File: src/rtl/rename_multiway_pkg.sv
// Shared sizing, typedefs and lane request struct for the multi-way rename stage.
package rename_pkg;
    localparam int ARCH_REGS = 32;
    localparam int PHYS_REGS = 64;
    localparam int RW        = 2;
    localparam int WB_PORTS  = 2;
    localparam int CW        = 2;

    localparam int ARCH_REGS_W = $clog2(ARCH_REGS);
    localparam int PREG_W      = $clog2(PHYS_REGS);
    localparam int PTR_W       = PREG_W + 1;

    typedef logic [ARCH_REGS_W-1:0] areg_t;
    typedef logic [PREG_W-1:0]      preg_t;
    typedef logic [PTR_W-1:0]       fl_ptr_t;

    typedef struct packed {
        areg_t rs1;
        areg_t rs2;
        areg_t rd;
    } ren_lane_t;
endpackage

File: src/rtl/rename_multiway_if.sv
// Decode/CDB/commit-facing bundle of the rename stage; master drives, slave renames.
interface rename_multiway_if;
    import rename_pkg::*;

    logic [RW-1:0]             ren_valid;
    logic                      ren_ready;
    ren_lane_t [RW-1:0]        ren_lane;
    preg_t [RW-1:0]            prs1, prs2, prd, stale_prd;
    logic [RW-1:0]             prs1_rdy, prs2_rdy, out_valid;
    logic [WB_PORTS-1:0]       wb_valid;
    preg_t [WB_PORTS-1:0]      wb_prd;
    logic [CW-1:0]             commit_valid;
    areg_t [CW-1:0]            commit_ard;
    preg_t [CW-1:0]            commit_prd, commit_stale;
    logic                      flush;
    fl_ptr_t                   free_count;

    modport master (
        output ren_valid, ren_lane, wb_valid, wb_prd, flush,
               commit_valid, commit_ard, commit_prd, commit_stale,
        input  ren_ready, prs1, prs2, prd, stale_prd, prs1_rdy, prs2_rdy,
               out_valid, free_count
    );
    modport slave (
        input  ren_valid, ren_lane, wb_valid, wb_prd, flush,
               commit_valid, commit_ard, commit_prd, commit_stale,
        output ren_ready, prs1, prs2, prd, stale_prd, prs1_rdy, prs2_rdy,
               out_valid, free_count
    );
endinterface

File: src/rtl/rename_freelist_mw.sv
// Circular physical-register free list: multi-pop at head, multi-push at tail,
// and a commit_head that head rewinds to on flush.
module rename_freelist_mw import rename_pkg::*; (
    input  logic              clk_i,
    input  logic              reset_i,
    input  fl_ptr_t           pop_cnt,
    input  logic [CW-1:0]     push_valid,
    input  preg_t [CW-1:0]    push_preg,
    input  logic [CW-1:0]     commit_adv,
    input  logic              flush,
    output preg_t [RW-1:0]    head_preg,
    output fl_ptr_t           free_count
);
    preg_t   mem [PHYS_REGS];
    fl_ptr_t head_q, cmt_head_q, tail_q, cmt_head_d;
    fl_ptr_t push_off [CW];
    fl_ptr_t push_n, adv_n;

    // Pushes pack densely in lane order; skipped lanes take no slot.
    always_comb begin
        push_n = '0;
        adv_n  = '0;
        for (int c = 0; c < CW; c++) begin
            push_off[c] = push_n;
            if (push_valid[c]) push_n = push_n + fl_ptr_t'(1);
            if (commit_adv[c]) adv_n = adv_n + fl_ptr_t'(1);
        end
        cmt_head_d = cmt_head_q + adv_n;
    end

    always_comb begin
        for (int i = 0; i < RW; i++)
            head_preg[i] = mem[preg_t'(head_q + fl_ptr_t'(i))];
    end

    assign free_count = tail_q - head_q;

    always_ff @(posedge clk_i or posedge reset_i) begin
        if (reset_i) begin
            head_q     <= '0;
            cmt_head_q <= '0;
            tail_q     <= fl_ptr_t'(PHYS_REGS - ARCH_REGS);
            for (int i = 0; i < PHYS_REGS; i++)
                mem[i] <= (i < PHYS_REGS - ARCH_REGS) ? preg_t'(ARCH_REGS + i) : '0;
        end else begin
            for (int c = 0; c < CW; c++)
                if (push_valid[c]) mem[preg_t'(tail_q + push_off[c])] <= push_preg[c];
            tail_q     <= tail_q + push_n;
            cmt_head_q <= cmt_head_d;
            head_q     <= flush ? cmt_head_d : head_q + pop_cnt;
        end
    end

    always_ff @(posedge clk_i) begin
        if (!reset_i)
            assert (int'(free_count) + int'(push_n) - int'(pop_cnt) <= PHYS_REGS)
                else $error("rename_freelist_mw: push to a full free list");
    end
endmodule

File: src/rtl/rename_multiway.sv
// RW-wide register rename: speculative + committed RAT, busy table, free list.
// Define RENAME_WB_BYPASS_EN to let same-cycle CDB writebacks mark sources ready.
module rename_multiway import rename_pkg::*; (
    input  logic              clk_i,
    input  logic              reset_i,
    rename_multiway_if.slave  bus
);
    localparam int LANE_W = (RW > 1) ? $clog2(RW) : 1;
    typedef logic [LANE_W:0] slot_t;

    preg_t [ARCH_REGS-1:0] spec_rat, cmt_rat, cmt_rat_d;
    logic  [PHYS_REGS-1:0] busy_q, busy_d;
    ren_lane_t [RW-1:0]    lane;
    preg_t [RW-1:0]        fl_head, new_prd, src1, src2, stale;
    logic  [RW-1:0]        alloc, rdy1, rdy2;
    logic  [CW-1:0]        push_valid, commit_adv;
    slot_t                 slot;
    fl_ptr_t               free_count, pop_cnt;
    logic                  ready, accept;

    logic  [RW-1:0]        out_valid_q, rdy1_q, rdy2_q;
    preg_t [RW-1:0]        prs1_q, prs2_q, prd_q, stale_q;

    assign lane   = bus.ren_lane;
    assign ready  = (free_count >= fl_ptr_t'(RW)) && !bus.flush;
    assign accept = (|bus.ren_valid) && ready;

`ifdef RENAME_WB_BYPASS_EN
    function automatic logic wb_hit(input preg_t p, input logic [WB_PORTS-1:0] v,
                                    input preg_t [WB_PORTS-1:0] r);
        wb_hit = 1'b0;
        for (int w = 0; w < WB_PORTS; w++)
            if (v[w] && (r[w] == p)) wb_hit = 1'b1;
    endfunction
`endif

    // Later lanes see earlier lanes' fresh mappings; a forwarded source is never ready.
    always_comb begin
        slot = '0;
        for (int k = 0; k < RW; k++) begin
            alloc[k]   = bus.ren_valid[k] && (lane[k].rd != '0);
            new_prd[k] = alloc[k] ? fl_head[slot[LANE_W-1:0]] : '0;
            if (alloc[k]) slot = slot + slot_t'(1);
            src1[k]  = spec_rat[lane[k].rs1];
            src2[k]  = spec_rat[lane[k].rs2];
            stale[k] = (lane[k].rd != '0) ? spec_rat[lane[k].rd] : '0;
            rdy1[k]  = !busy_q[src1[k]];
            rdy2[k]  = !busy_q[src2[k]];
`ifdef RENAME_WB_BYPASS_EN
            rdy1[k]  = rdy1[k] || wb_hit(src1[k], bus.wb_valid, bus.wb_prd);
            rdy2[k]  = rdy2[k] || wb_hit(src2[k], bus.wb_valid, bus.wb_prd);
`endif
            for (int j = 0; j < k; j++) begin
                if (alloc[j] && (lane[j].rd == lane[k].rs1)) begin
                    src1[k] = new_prd[j];
                    rdy1[k] = 1'b0;
                end
                if (alloc[j] && (lane[j].rd == lane[k].rs2)) begin
                    src2[k] = new_prd[j];
                    rdy2[k] = 1'b0;
                end
                if (alloc[j] && (lane[j].rd == lane[k].rd)) stale[k] = new_prd[j];
            end
        end
        pop_cnt = accept ? fl_ptr_t'(slot) : '0;
    end

    // Committed RAT including this cycle's retirements; flush copies from here.
    always_comb begin
        cmt_rat_d = cmt_rat;
        for (int c = 0; c < CW; c++) begin
            commit_adv[c] = bus.commit_valid[c] && (bus.commit_ard[c] != '0);
            push_valid[c] = bus.commit_valid[c] && (bus.commit_stale[c] != '0);
            if (commit_adv[c]) cmt_rat_d[bus.commit_ard[c]] = bus.commit_prd[c];
        end
    end

    always_comb begin
        busy_d = busy_q;
        for (int w = 0; w < WB_PORTS; w++)
            if (bus.wb_valid[w]) busy_d[bus.wb_prd[w]] = 1'b0;
        if (accept)
            for (int k = 0; k < RW; k++)
                if (alloc[k]) busy_d[new_prd[k]] = 1'b1;
        busy_d[0] = 1'b0;
        if (bus.flush) busy_d = '0;
    end

    always_ff @(posedge clk_i or posedge reset_i) begin
        if (reset_i) begin
            for (int i = 0; i < ARCH_REGS; i++) begin
                spec_rat[i] <= preg_t'(i);
                cmt_rat[i]  <= preg_t'(i);
            end
            busy_q <= '0;
        end else begin
            cmt_rat <= cmt_rat_d;
            busy_q  <= busy_d;
            if (bus.flush)
                spec_rat <= cmt_rat_d;
            else if (accept)
                for (int k = 0; k < RW; k++)
                    if (alloc[k]) spec_rat[lane[k].rd] <= new_prd[k];
        end
    end

    always_ff @(posedge clk_i or posedge reset_i) begin
        if (reset_i) begin
            out_valid_q <= '0;
            rdy1_q      <= '0;
            rdy2_q      <= '0;
            prs1_q      <= '0;
            prs2_q      <= '0;
            prd_q       <= '0;
            stale_q     <= '0;
        end else begin
            out_valid_q <= accept ? bus.ren_valid : '0;
            if (accept) begin
                rdy1_q  <= rdy1;
                rdy2_q  <= rdy2;
                prs1_q  <= src1;
                prs2_q  <= src2;
                prd_q   <= new_prd;
                stale_q <= stale;
            end
        end
    end

    rename_freelist_mw u_freelist (
        .clk_i      (clk_i),
        .reset_i    (reset_i),
        .pop_cnt    (pop_cnt),
        .push_valid (push_valid),
        .push_preg  (bus.commit_stale),
        .commit_adv (commit_adv),
        .flush      (bus.flush),
        .head_preg  (fl_head),
        .free_count (free_count)
    );

    assign bus.ren_ready  = ready;
    assign bus.free_count = free_count;
    assign bus.out_valid  = out_valid_q;
    assign bus.prs1       = prs1_q;
    assign bus.prs2       = prs2_q;
    assign bus.prd        = prd_q;
    assign bus.stale_prd  = stale_q;
    assign bus.prs1_rdy   = rdy1_q;
    assign bus.prs2_rdy   = rdy2_q;
endmodule

File: src/flat_wrapper.sv
// flat-port wrapper written by rule: the top's interface ports become plain ports
module rename_multiway_flat import rename_pkg::*;
  (clk_i, reset_i, bus_ren_valid, bus_ren_lane, bus_wb_valid, bus_wb_prd, bus_flush, bus_commit_valid, bus_commit_ard, bus_commit_prd, bus_commit_stale, bus_ren_ready, bus_prs1, bus_prs2, bus_prd, bus_stale_prd, bus_prs1_rdy, bus_prs2_rdy, bus_out_valid, bus_free_count);
  rename_multiway_if bus_i ();
  input  logic clk_i;
  input  logic reset_i;
  input wire logic [$bits(bus_i.ren_valid)-1:0] bus_ren_valid;
  input wire logic [$bits(bus_i.ren_lane)-1:0] bus_ren_lane;
  input wire logic [$bits(bus_i.wb_valid)-1:0] bus_wb_valid;
  input wire logic [$bits(bus_i.wb_prd)-1:0] bus_wb_prd;
  input wire logic [$bits(bus_i.flush)-1:0] bus_flush;
  input wire logic [$bits(bus_i.commit_valid)-1:0] bus_commit_valid;
  input wire logic [$bits(bus_i.commit_ard)-1:0] bus_commit_ard;
  input wire logic [$bits(bus_i.commit_prd)-1:0] bus_commit_prd;
  input wire logic [$bits(bus_i.commit_stale)-1:0] bus_commit_stale;
  output wire logic [$bits(bus_i.ren_ready)-1:0] bus_ren_ready;
  output wire logic [$bits(bus_i.prs1)-1:0] bus_prs1;
  output wire logic [$bits(bus_i.prs2)-1:0] bus_prs2;
  output wire logic [$bits(bus_i.prd)-1:0] bus_prd;
  output wire logic [$bits(bus_i.stale_prd)-1:0] bus_stale_prd;
  output wire logic [$bits(bus_i.prs1_rdy)-1:0] bus_prs1_rdy;
  output wire logic [$bits(bus_i.prs2_rdy)-1:0] bus_prs2_rdy;
  output wire logic [$bits(bus_i.out_valid)-1:0] bus_out_valid;
  output wire logic [$bits(bus_i.free_count)-1:0] bus_free_count;
  assign bus_i.ren_valid = bus_ren_valid;
  assign bus_i.ren_lane = bus_ren_lane;
  assign bus_i.wb_valid = bus_wb_valid;
  assign bus_i.wb_prd = bus_wb_prd;
  assign bus_i.flush = bus_flush;
  assign bus_i.commit_valid = bus_commit_valid;
  assign bus_i.commit_ard = bus_commit_ard;
  assign bus_i.commit_prd = bus_commit_prd;
  assign bus_i.commit_stale = bus_commit_stale;
  assign bus_ren_ready = bus_i.ren_ready;
  assign bus_prs1 = bus_i.prs1;
  assign bus_prs2 = bus_i.prs2;
  assign bus_prd = bus_i.prd;
  assign bus_stale_prd = bus_i.stale_prd;
  assign bus_prs1_rdy = bus_i.prs1_rdy;
  assign bus_prs2_rdy = bus_i.prs2_rdy;
  assign bus_out_valid = bus_i.out_valid;
  assign bus_free_count = bus_i.free_count;
  rename_multiway u_core (.clk_i(clk_i), .reset_i(reset_i), .bus(bus_i));
endmodule
File: config.mk
export PLATFORM = sky130hd
export DESIGN_NAME = rename_multiway_flat
export DESIGN_NICKNAME = d
export VERILOG_FILES = /design/src/rtl/rename_multiway_pkg.sv /design/src/rtl/rename_multiway_if.sv /design/src/rtl/rename_freelist_mw.sv /design/src/rtl/rename_multiway.sv /design/src/flat_wrapper.sv
export SDC_FILE = /design/constraint.sdc
export NUM_CORES = 2
export LEC_CHECK = 0
export BUFFER_PORTS_ARGS = -buffer_cell sky130_fd_sc_hd__buf_2
export CAP_MARGIN = 0
export CORE_MARGIN = 2
export CORE_UTILIZATION = 40
export DETAILED_ROUTE_END_ITERATION = 12
export GPL_TIMING_DRIVEN = 0
export PLACE_DENSITY = 0.53
export SLEW_MARGIN = 20
export SYNTH_ARGS = -nofsm -noshare
export SYNTH_HDL_FRONTEND = slang
export SYNTH_HIERARCHICAL = 1
export SYNTH_SLANG_ARGS = --single-unit
File: constraint.sdc
create_clock -name clk_i -period 18.85 [get_ports clk_i]
set_input_delay 2.8275 -clock clk_i [delete_from_list [all_inputs] [get_ports clk_i]]
set_output_delay 2.8275 -clock clk_i [all_outputs]
set_load 0.02 [all_outputs]
==> reports/qor.txt <==
Status = finished clean
Crit Path Class = flop to output port
Core area = 169000 um2
FFs w/ async S/R, synth = 100%
Nets = 7266
Max-cap violations = 0
Cts repair resizes = 0
Initial antenna violation count = 39
Routability cong. = 1.07
Starting DRT DRC Count = 9657
Postcts setup bufs = 0
Total CTS buffers = 110
Period utilization = 42.3%
Warnings, synthesis = 6
Final Hold Viols = 0
Clock Latency Late Sink = 800 ps
Commonest cells after routing, fill and taps aside = 912 x nand2_1, 867 x mux2i_1, 633 x dfrtp_1
Pre-CTS setup slack = 11170 ps
Hold buffer count at CTS = 0
CP required = 16020 ps
Die Width = 416 um
Via-to-Cell Ratio = 6.99
Startpoint Class = flop
Synth Flop Type = dfrtp_1
Largest cells by area after synthesis = dfrtp_1 23%, mux4_2 14%, mux2i_1 13%
Post-Synthesis Cells = 6891
Max Clock Skew = 38.7 ps
Final HPWL DP = 278 mm
EDFF count, synth = 0
Placement row count = 151
H-Tree Depth = 3
Yosys reg bits = 906
Post-Syn Area = 68000 um2
Worst slew margin = 13.4%
Final setup margin = 10870 ps
Die area = 173000 um2
Maximum clock path buffer count = 3
Crit Path Max Fanout = 10
I/O Pins = 147
Chip Height = 416 um
Worst VDD drop = 136 uV
Clk root buf = clkbuf_16
Area leader, netlist = dfrtp_1
Synth Area per Inst = 9.86 um2
RSZ-0062 raised after global routing = false
# fillers = 16400
Detailed Routing Iterations Pass 1 = 9
Seq/Total Area, Yosys = 33.9%
Grt total ovfl = 0
Fmax = 125 MHz
GRT Util Overall = 41.6%
Largest net degree at the start of global routing = 95
Post-DRT Antenna Nets = 0
Number of remaining DRC errors = 0
Arrival @ worst endpoint = 5150 ps
Initial Util = 40.2%
CP Capture Type = output port
Power per Cell Area = 181 nW/um2
Pleak = 30.6 nW
Worst Hold Class = flop to flop
TritonCTS clock tree = done
Number of global-route vias before repair = 63100
Clock transition at path regs = 60 ps
Sink Count = 906
Vias = 66500
Share of the synthesized area in the top cell type = 23.3%
Distinct cells, synth = 103
PortBufs = 122
Fin crit period = 7980 ps
Final hold slack = 450 ps
Routed WL = 370 mm
Placed Cells = 9260
Layout cells sized above 1 = 22.4%
Total power = 13.7 mW
Drt wl/cell = 38.8 um
Commonest non-fill, non-tap cell in the layout = nand2_1
Worst slew pin tran = 1290 ps
Max Slew Vio Count = 0
Synthesis-to-finish area growth = 11.8%
Fin cells = 9514
Final setup violation count = 0
Global-route wire length before repair = 507 mm
## report_power, final
group          total, mW  leakage (nW)  internal, mW  switching [mW]
Combinational       7.31          17.8          2.53            4.78
Clock               2.30          1.86          1.34           0.961
Sequential          4.11          10.9          2.78            1.33
Total               13.7          30.6          6.65            7.08
## kinds of logic after synthesis
group | after synthesis | synth area share, %
simple gates | 2058 | 13.8
fa+ha+maj | 26 | 0.523
xor+xnor | 49 | 0.687
other cells | 1 | 0.00552
buf+inv | 719 | 4.43
flops | 906 | 33.9
mux | 1638 | 32.7
compound gates | 1494 | 14.0
## area by class of cell
type | count | area (um2) | share of cell area, %
Multi-Input combinational cell | 5270 | 42100 | 55.4
Tap cell | 2218 | 2780 | 3.65
Antenna cell | 44 | 110 | 0.145
Buffer | 655 | 2790 | 3.67
Clock buffer | 168 | 3260 | 4.29
Inverter | 64 | 255 | 0.336
Clock inverter | 41 | 576 | 0.758
Timing Repair Buffer | 148 | 1090 | 1.44
Sequential cell | 906 | 23000 | 30.3
## state kept, by name, summed over array words and instances (netlist names)
signal                        count
u_core/bus.stale_prd             12
u_core/bus.prs2_rdy               2
u_core/bus.prs2                  12
u_core/u_freelist/mem           384
u_core/cmt_rat                  192
u_core/bus.prd                   12
u_core/busy_q                    63
u_core/bus.prs1_rdy               2
u_core/u_freelist/head_q          7
u_core/bus.out_valid              2
u_core/bus.prs1                  12
u_core/u_freelist/tail_q          7
u_core/spec_rat                 192
u_core/u_freelist/cmt_head_q      7
## cell usage after synthesis, types with 12 or more instances
library cell  instances
dfrtp_1             633
clkbuf_1            476
nand2b_1             36
a21oi_1             487
buf_1                41
a22oi_1              85
and3_1               15
mux2i_1             868
xnor2_1              33
nand3b_1             17
o211ai_1             25
buf_4                16
a221oi_1             21
nor2_1              480
o221ai_1            257
nand2_1             912
a31oi_1              12
buf_6                14
dfstp_2             273
o21ai_0             352
or2_2                15
mux2_2              334
o22ai_1              99
nor3_1               35
ha_1                 22
o2111ai_1            15
inv_1                56
nor2b_1              47
and2_1               29
nor4_1              105
nand3_1             147
buf_2               106
nand4_1             131
mux4_2              426
## critical path: stages (launching register included)
cell and delay [ps]:
dfrtp_1 590, buf_2 330, buf_1 680, buf_2 590, inv_1 160, fa_1 480
a21oi_1 170, nor2_1 50, nor2_1 160, o21bai_1 90, a21oi_1 170, xnor2_1 170
nor2_1 60, a21oi_1 370, buf_2 250
## path summary, 6_finish.rpt
check	startpoint	to	slack, ps	depth (start not counted)
max	u_core/u_freelist/head_q[1]	bus_ren_ready	10870	14
max reg2reg	u_core/u_freelist/head_q[1]	u_core/bus.stale_prd[10]	11270	18
min reg2reg	u_core/cmt_rat[4]	u_core/cmt_rat[4]	450	1
min in group asynchronous	reset_i	u_core/cmt_rat[129]	2050	2
max in group asynchronous	reset_i	u_core/u_freelist/mem[195]	14940	5
min	u_core/cmt_rat[4]	u_core/cmt_rat[4]	450	1
## stage by stage
| step | setup TNS, ps | cell area (um2) | util, % |
|---|---|---|---|
| final | 0 | 76000 | 44.9 |
| after global routing | 0 | 75900 | 44.9 |
| after CTS | 0 | 75800 | 44.8 |
| after detailed placement | 0 | 72000 | 42.6 |
| after global placement | -2003320 | 71400 | 42.2 |
| after floorplan | 0 | 68000 | - |
## layer usage
metal	track usage [%]	routed length, um
met5	0.306	123
met4	35.1	39000
met3	13.7	43300
met2	60.7	156000
met1	49.6	131000
No activity file was read; power rests on OpenSTA's default activity.
